**src/rtl/vga_timing_pkg.sv**
```systemverilog
// Default 640x480@60 Hz raster timing constants shared by the sync generator
// and its axis counters.
package vga_timing_pkg;

    localparam int COORD_W = 10;

    localparam int DEFAULT_H_VISIBLE = 640;
    localparam int DEFAULT_H_FRONT   = 16;
    localparam int DEFAULT_H_SYNC    = 96;
    localparam int DEFAULT_H_BACK    = 48;

    localparam int DEFAULT_V_VISIBLE = 480;
    localparam int DEFAULT_V_FRONT   = 10;
    localparam int DEFAULT_V_SYNC    = 2;
    localparam int DEFAULT_V_BACK    = 33;

    function automatic int axis_total(input int visible, input int front,
                                      input int sync, input int back);
        return visible + front + sync + back;
    endfunction

    localparam int H_TOTAL = axis_total(DEFAULT_H_VISIBLE, DEFAULT_H_FRONT,
                                        DEFAULT_H_SYNC, DEFAULT_H_BACK);
    localparam int V_TOTAL = axis_total(DEFAULT_V_VISIBLE, DEFAULT_V_FRONT,
                                        DEFAULT_V_SYNC, DEFAULT_V_BACK);

endpackage

```
**src/rtl/vga_axis_counter.sv**
```systemverilog
// One raster axis: wrapping counter with registered sync/wrap decodes taken
// from the next-state count, plus a terminal-count strobe for chaining axes.
module vga_axis_counter
    import vga_timing_pkg::*;
#(
    parameter int VISIBLE = DEFAULT_H_VISIBLE,
    parameter int FRONT   = DEFAULT_H_FRONT,
    parameter int SYNC    = DEFAULT_H_SYNC,
    parameter int BACK    = DEFAULT_H_BACK
) (
    input  logic               clk_i,
    input  logic               rst_i,
    input  logic               en_i,
    output logic [COORD_W-1:0] count_o,
    output logic               tc_o,
    output logic               wrap_o,
    output logic               sync_n_o,
    output logic               active_next_o
);

    localparam int TOTAL = axis_total(VISIBLE, FRONT, SYNC, BACK);

    if (TOTAL > (1 << COORD_W)) begin : g_total_too_big
        $error("vga_axis_counter: axis total %0d exceeds %0d", TOTAL, 1 << COORD_W);
    end
    if (TOTAL < 2) begin : g_total_too_small
        $error("vga_axis_counter: axis total %0d must be at least 2", TOTAL);
    end

    localparam logic [COORD_W-1:0] LAST      = COORD_W'(TOTAL - 1);
    localparam logic [COORD_W:0]   VIS_END   = (COORD_W + 1)'(VISIBLE);
    localparam logic [COORD_W:0]   SYNC_BEG  = (COORD_W + 1)'(VISIBLE + FRONT);
    localparam logic [COORD_W:0]   SYNC_END  = (COORD_W + 1)'(VISIBLE + FRONT + SYNC);

    logic [COORD_W-1:0] count_q, count_d;
    logic               wrap_q, wrap_d;
    logic               sync_n_q, sync_n_d;
    logic               active_d;
    logic               tc;
    logic [COORD_W:0]   count_ext;

    always_comb begin
        tc        = en_i && (count_q == LAST);
        count_d   = count_q;
        if (en_i) begin
            count_d = (count_q == LAST) ? '0 : count_q + 1'b1;
        end
        // One guard bit so an end bound equal to 2**COORD_W still compares.
        count_ext = {1'b0, count_d};
        active_d  = count_ext < VIS_END;
        sync_n_d  = !((count_ext >= SYNC_BEG) && (count_ext < SYNC_END));
        wrap_d    = tc;
    end

    always_ff @(posedge clk_i or posedge rst_i) begin
        if (rst_i) begin
            count_q  <= '0;
            wrap_q   <= 1'b0;
            sync_n_q <= 1'b1;
        end else begin
            count_q  <= count_d;
            wrap_q   <= wrap_d;
            sync_n_q <= sync_n_d;
        end
    end

    assign count_o       = count_q;
    assign tc_o          = tc;
    assign wrap_o        = wrap_q;
    assign sync_n_o      = sync_n_q;
    assign active_next_o = active_d;

endmodule

```
**src/rtl/vga_sync_gen.sv**
```systemverilog
// 640x480@60 Hz raster timing generator; define VGA_FRAME_COUNTER_EN to add
// an 8-bit frame_count output that advances with every frame_start.
module vga_sync_gen
    import vga_timing_pkg::*;
#(
    parameter int H_VISIBLE = DEFAULT_H_VISIBLE,
    parameter int H_FRONT   = DEFAULT_H_FRONT,
    parameter int H_SYNC    = DEFAULT_H_SYNC,
    parameter int H_BACK    = DEFAULT_H_BACK,
    parameter int V_VISIBLE = DEFAULT_V_VISIBLE,
    parameter int V_FRONT   = DEFAULT_V_FRONT,
    parameter int V_SYNC    = DEFAULT_V_SYNC,
    parameter int V_BACK    = DEFAULT_V_BACK
) (
    input  logic               clk,
    input  logic               rst,
    output logic [COORD_W-1:0] x,
    output logic [COORD_W-1:0] y,
    output logic               hsync,
    output logic               vsync,
    output logic               display_on,
    output logic               line_start,
`ifdef VGA_FRAME_COUNTER_EN
    output logic [7:0]         frame_count,
`endif
    output logic               frame_start
);

    logic h_tc, h_active_next;
    logic v_tc, v_active_next;
    logic display_on_q, display_on_d;

    vga_axis_counter #(
        .VISIBLE (H_VISIBLE),
        .FRONT   (H_FRONT),
        .SYNC    (H_SYNC),
        .BACK    (H_BACK)
    ) u_h_axis (
        .clk_i         (clk),
        .rst_i         (rst),
        .en_i          (1'b1),
        .count_o       (x),
        .tc_o          (h_tc),
        .wrap_o        (line_start),
        .sync_n_o      (hsync),
        .active_next_o (h_active_next)
    );

    // The vertical axis steps on the same edge that wraps x back to 0.
    vga_axis_counter #(
        .VISIBLE (V_VISIBLE),
        .FRONT   (V_FRONT),
        .SYNC    (V_SYNC),
        .BACK    (V_BACK)
    ) u_v_axis (
        .clk_i         (clk),
        .rst_i         (rst),
        .en_i          (h_tc),
        .count_o       (y),
        .tc_o          (v_tc),
        .wrap_o        (frame_start),
        .sync_n_o      (vsync),
        .active_next_o (v_active_next)
    );

    assign display_on_d = h_active_next && v_active_next;

    always_ff @(posedge clk or posedge rst) begin
        if (rst) begin
            display_on_q <= 1'b1;
        end else begin
            display_on_q <= display_on_d;
        end
    end

    assign display_on = display_on_q;

`ifdef VGA_FRAME_COUNTER_EN
    logic [7:0] frame_count_q, frame_count_d;

    // Advances together with frame_start so both show the new frame at once.
    always_comb begin
        frame_count_d = frame_count_q;
        if (v_tc) begin
            frame_count_d = frame_count_q + 8'd1;
        end
    end

    always_ff @(posedge clk or posedge rst) begin
        if (rst) begin
            frame_count_q <= 8'd0;
        end else begin
            frame_count_q <= frame_count_d;
        end
    end

    assign frame_count = frame_count_q;
`else
    logic unused_v_tc;
    assign unused_v_tc = v_tc;
`endif

endmodule

```
**config.mk**
```make
export PLATFORM = sky130hd
export DESIGN_NAME = vga_sync_gen
export DESIGN_NICKNAME = d
export VERILOG_FILES = /design/src/rtl/vga_timing_pkg.sv /design/src/rtl/vga_axis_counter.sv /design/src/rtl/vga_sync_gen.sv
export SDC_FILE = /design/constraint.sdc
export NUM_CORES = 1
export LEC_CHECK = 0
export ABC_AREA = 0
export BUFFER_PORTS_ARGS = -buffer_cell sky130_fd_sc_hd__buf_4
export CAP_MARGIN = 15
export CORE_AREA = 2 2 40 79
export DETAILED_ROUTE_END_ITERATION = 6
export DIE_AREA = 0 0 42 81
export GPL_TIMING_DRIVEN = 0
export PLACE_DENSITY = 0.73
export SETUP_SLACK_MARGIN = 0.15
export SLEW_MARGIN = 20
export SYNTH_ARGS = -nofsm -noshare
export SYNTH_HDL_FRONTEND = slang
export SYNTH_SLANG_ARGS = --single-unit
```
**constraint.sdc**
```tcl
create_clock -name clk -period 1.71 [get_ports clk]
set_input_delay 0.0855 -clock clk [delete_from_list [all_inputs] [get_ports clk]]
set_output_delay 0.0855 -clock clk [all_outputs]
set_load 0.02 [all_outputs]
```
==> results.py <==
metrics = {
    "status": {
        "status": "finished with violations",
        "violations": "setup timing",
    },
    "synth": {
        "yosys_most_used_dff": "dfrtp_1",
        "yosysMostFrequentCell": "dfrtp_1",
        "yosysTopAreaCell": "dfrtp_1",
        "synth_top_area_share_pct": 43.0,
        "synth_warnings": 0,
        "synthDistinctLibCells": 36,
        "syn-cell-area_um2": 1280,
        "synth_seq_cells": 25,
        "synthArstFlopShare_pct": 100,
        "synth_area_leaders": "dfrtp_1 43%, dfstp_2 6.2%, nand3_1 4.3%, nand2_1 4.1%, xor2_1 4.1%",
        "synth-edff-count": 0,
        "synthTopCellsByCount": "22 x dfrtp_1, 14 x nand2_1, 11 x nand3_1",
        "synthCells": 129,
        "ys_seq_area_share_pct": 49.1,
        "synth_fp_nets": 134,
        "synth.avg_cell_area_um2": 9.93,
    },
    "setup_path": {
        "cp.arrival_ns": 2.11,
        "critPathCaptureType": "flop",
        "crit_path_top_delay_cell": "dfrtp_2",
        "critPathLaunch": "u_v_axis.count_o[5]",
        "cp_cell_sequence": "or3_4 -> nor4_4 -> o21ai_1 -> a22o_1 -> a211oi_2 -> nand4b_1",
        "crit_required_ns": 1.90,
        "cpPeakStageDelay_ns": 0.41,
        "worstSetupPathType": "reg2reg",
        "cp_max_fo": 3,
        "timing.rr.start": "u_v_axis.count_o[5]",
        "worst_setup_path_start_kind": "flop",
    },
    "global_route": {
        "grt_pass1_vias": 1156,
        "antenna_found_initial": 0,
        "grt_pass1_wl_um": 5180,
        "grt.total_usage_pct": 19.8,
        "gr-total-overflow": 0,
        "grt_max_degree": 26,
    },
    "placement": {
        "place_congestion": 0.780,
        "hpwlAfterDp_um": 1940,
        "numPortBuffers": 26,
    },
    "pwr": {
        "power.leakage_nw": 0.943,
        "ir_worst_vdd_v": 0.000465,
        "powerDensity_nw_per_um2": 479,
    },
    "clocking": {
        "cts_buffer_depth": 2,
        "clkTransAtPathRegs_ns": 0.09,
        "cts_root_buf": "clkbuf_8",
        "clock_latency_ns": 0.27,
        "cts_sinks": 25,
        "ctsHoldBuffers": 0,
        "numCtsBuffers": 3,
        "tritoncts": "built",
        "cts_max_level": 1,
    },
    "timing": {
        "hold_viol_final": 0,
        "tns_ns": -0.516,
        "slew_headroom_pct": 38.8,
        "grt_setup_unrepaired": "yes",
        "clock-skew-final_ns": 0.00748,
        "worst_slack_ns": -0.218,
        "tightest_slew_ns": 0.917,
        "max_freq_mhz": 519,
        "fin_crit_ns": 1.93,
        "setup_viol": 5,
        "slew_violations": 0,
        "period_share_pct": 113,
    },
    "routing": {
        "vias_per_cell": 5.67,
        "drt-total-wl_um": 3210,
        "wl_per_cell_um": 15.0,
        "num_vias": 1213,
        "drc_errors": 0,
        "antenna_left": 0,
        "dr.pass1.iters": 4,
        "drt_iter0_drc": 32,
    },
    "run": {
        "drv_cap": 0,
    },
    "finish": {
        "diodes": 0,
        "drive_above_1_share_pct": 56.5,
        "postLayoutCoreUtil_pct": 70.4,
        "area.growth.synth_to_final_pct": 55.9,
        "fin_nets": 190,
    },
    "die": {
        "rows": 28,
        "dieArea_um2": 3400,
        "die_h_um": 81,
        "ioPinCount": 27,
        "initial_core_util_pct": 45.1,
        "core-area_um2": 2840,
        "die_x_um": 42,
    },
    "worst_hold_path": {
        "min_path_type": "in2async",
    },
}
state kept, by name (all words and copies together), names as in the netlist:
register	cells
u_h_axis.sync_n_o	1
u_h_axis.count_o	10
u_v_axis.sync_n_o	1
u_h_axis.wrap_o	1
display_on	1
u_v_axis.wrap_o	1
u_v_axis.count_o	10
layout make-up:
cell class / count / area (um^2)
fill: 228 / 841
tap: 30 / 37.5
sequential: 25 / 642
timing repair buffer: 51 / 402
buffer: 5 / 60.1
inverter: 11 / 46.3
multi-input combinational: 88 / 764
clock buffer: 4 / 45.0
critical path, delay by kind of cell, from the launching register on:
family	cells	cell delay, ns
and+or+nand+nor	3	0.85
DFF	1	0.41
AOI/OAI and AO/OA	3	0.58
final timing paths:
check	cells past startpoint	slack, ns	to
max reg2reg	6	-0.22	u_v_axis.sync_n_o
max	6	-0.22	u_v_axis.sync_n_o
min reg2reg	1	0.53	u_h_axis.count_o[1]
max in group asynchronous	2	1.07	u_h_axis.count_o[0]
min in group clk	1	0.53	u_h_axis.count_o[1]
min	2	0.01	u_v_axis.count_o[9]
through the flow:
step | power [mW] | hold WS (ns) | setup WS [ns] | area, um^2 | cells
2_1_floorplan | 0.611 | 0.110 | -0.0807 | 1340 | 129
3_3_place_gp | 0.616 | 0.346 | -0.190 | 1570 | 185
3_5_place_dp | 0.616 | 0.346 | -0.261 | 1570 | 185
4_1_cts | 0.970 | 0.0481 | -0.159 | 1850 | 205
5_1_grt | 0.996 | 0.0881 | -0.331 | 2000 | 214
6_report | 0.956 | 0.0112 | -0.218 | 2000 | 214
per-layer routing:
metal / global-route usage, % / vias up / share of wire, %
li1: - / 566 / -
met1: 22.7 / 590 / 37
met2: 35.8 / 47 / 55
met3: 2.44 / 10 / 5.1
met4: 9.68 / 0 / 2.5
met5: 0 / - / 0
cells in the final DEF, fill, tap and decap left out, types with 3 or more instances in the layout:
master / netlist / final
dfrtp_2: 0 / 10
xnor2_1: 4 / 3
nor3_4: 0 / 6
buf_6: 2 / 9
clkbuf_8: 0 / 3
nor2_1: 7 / 6
inv_1: 10 / 7
buf_4: 0 / 46
dfstp_2: 3 / 3
o21ai_1: 1 / 3
dfrtp_1: 22 / 12
o21ai_0: 7 / 4
xor2_1: 6 / 6
nand3_2: 0 / 4
nand3_1: 11 / 7
nand2_1: 14 / 13
inv_2: 0 / 3
cells by family (layout without fill, tap and decap cells):
group	after synthesis	in the layout	synth area share, %
xor gates and xnor gates	10	10	6.84
buffers and inverters	16	71	5.96
and+or+nand+nor	53	53	24.0
AOI/OAI and AO/OA	22	22	11.1
adders and majority gates	3	3	2.93
DFF	25	25	49.1
what timing repair did:
item                       in CTS  in global routing
setup buffers                  16                  9
pin swaps                      11                 16
gates resized for setup        25                 24
setup endpoints to repair      15                 15
power by group:
part           switching, mW  internal (mW)
registers                  0          0.591
logic                 0.0110        0.00154
clock network          0.186          0.167
total                  0.197          0.759
Note: power is estimated with default switching activity, not from simulation.
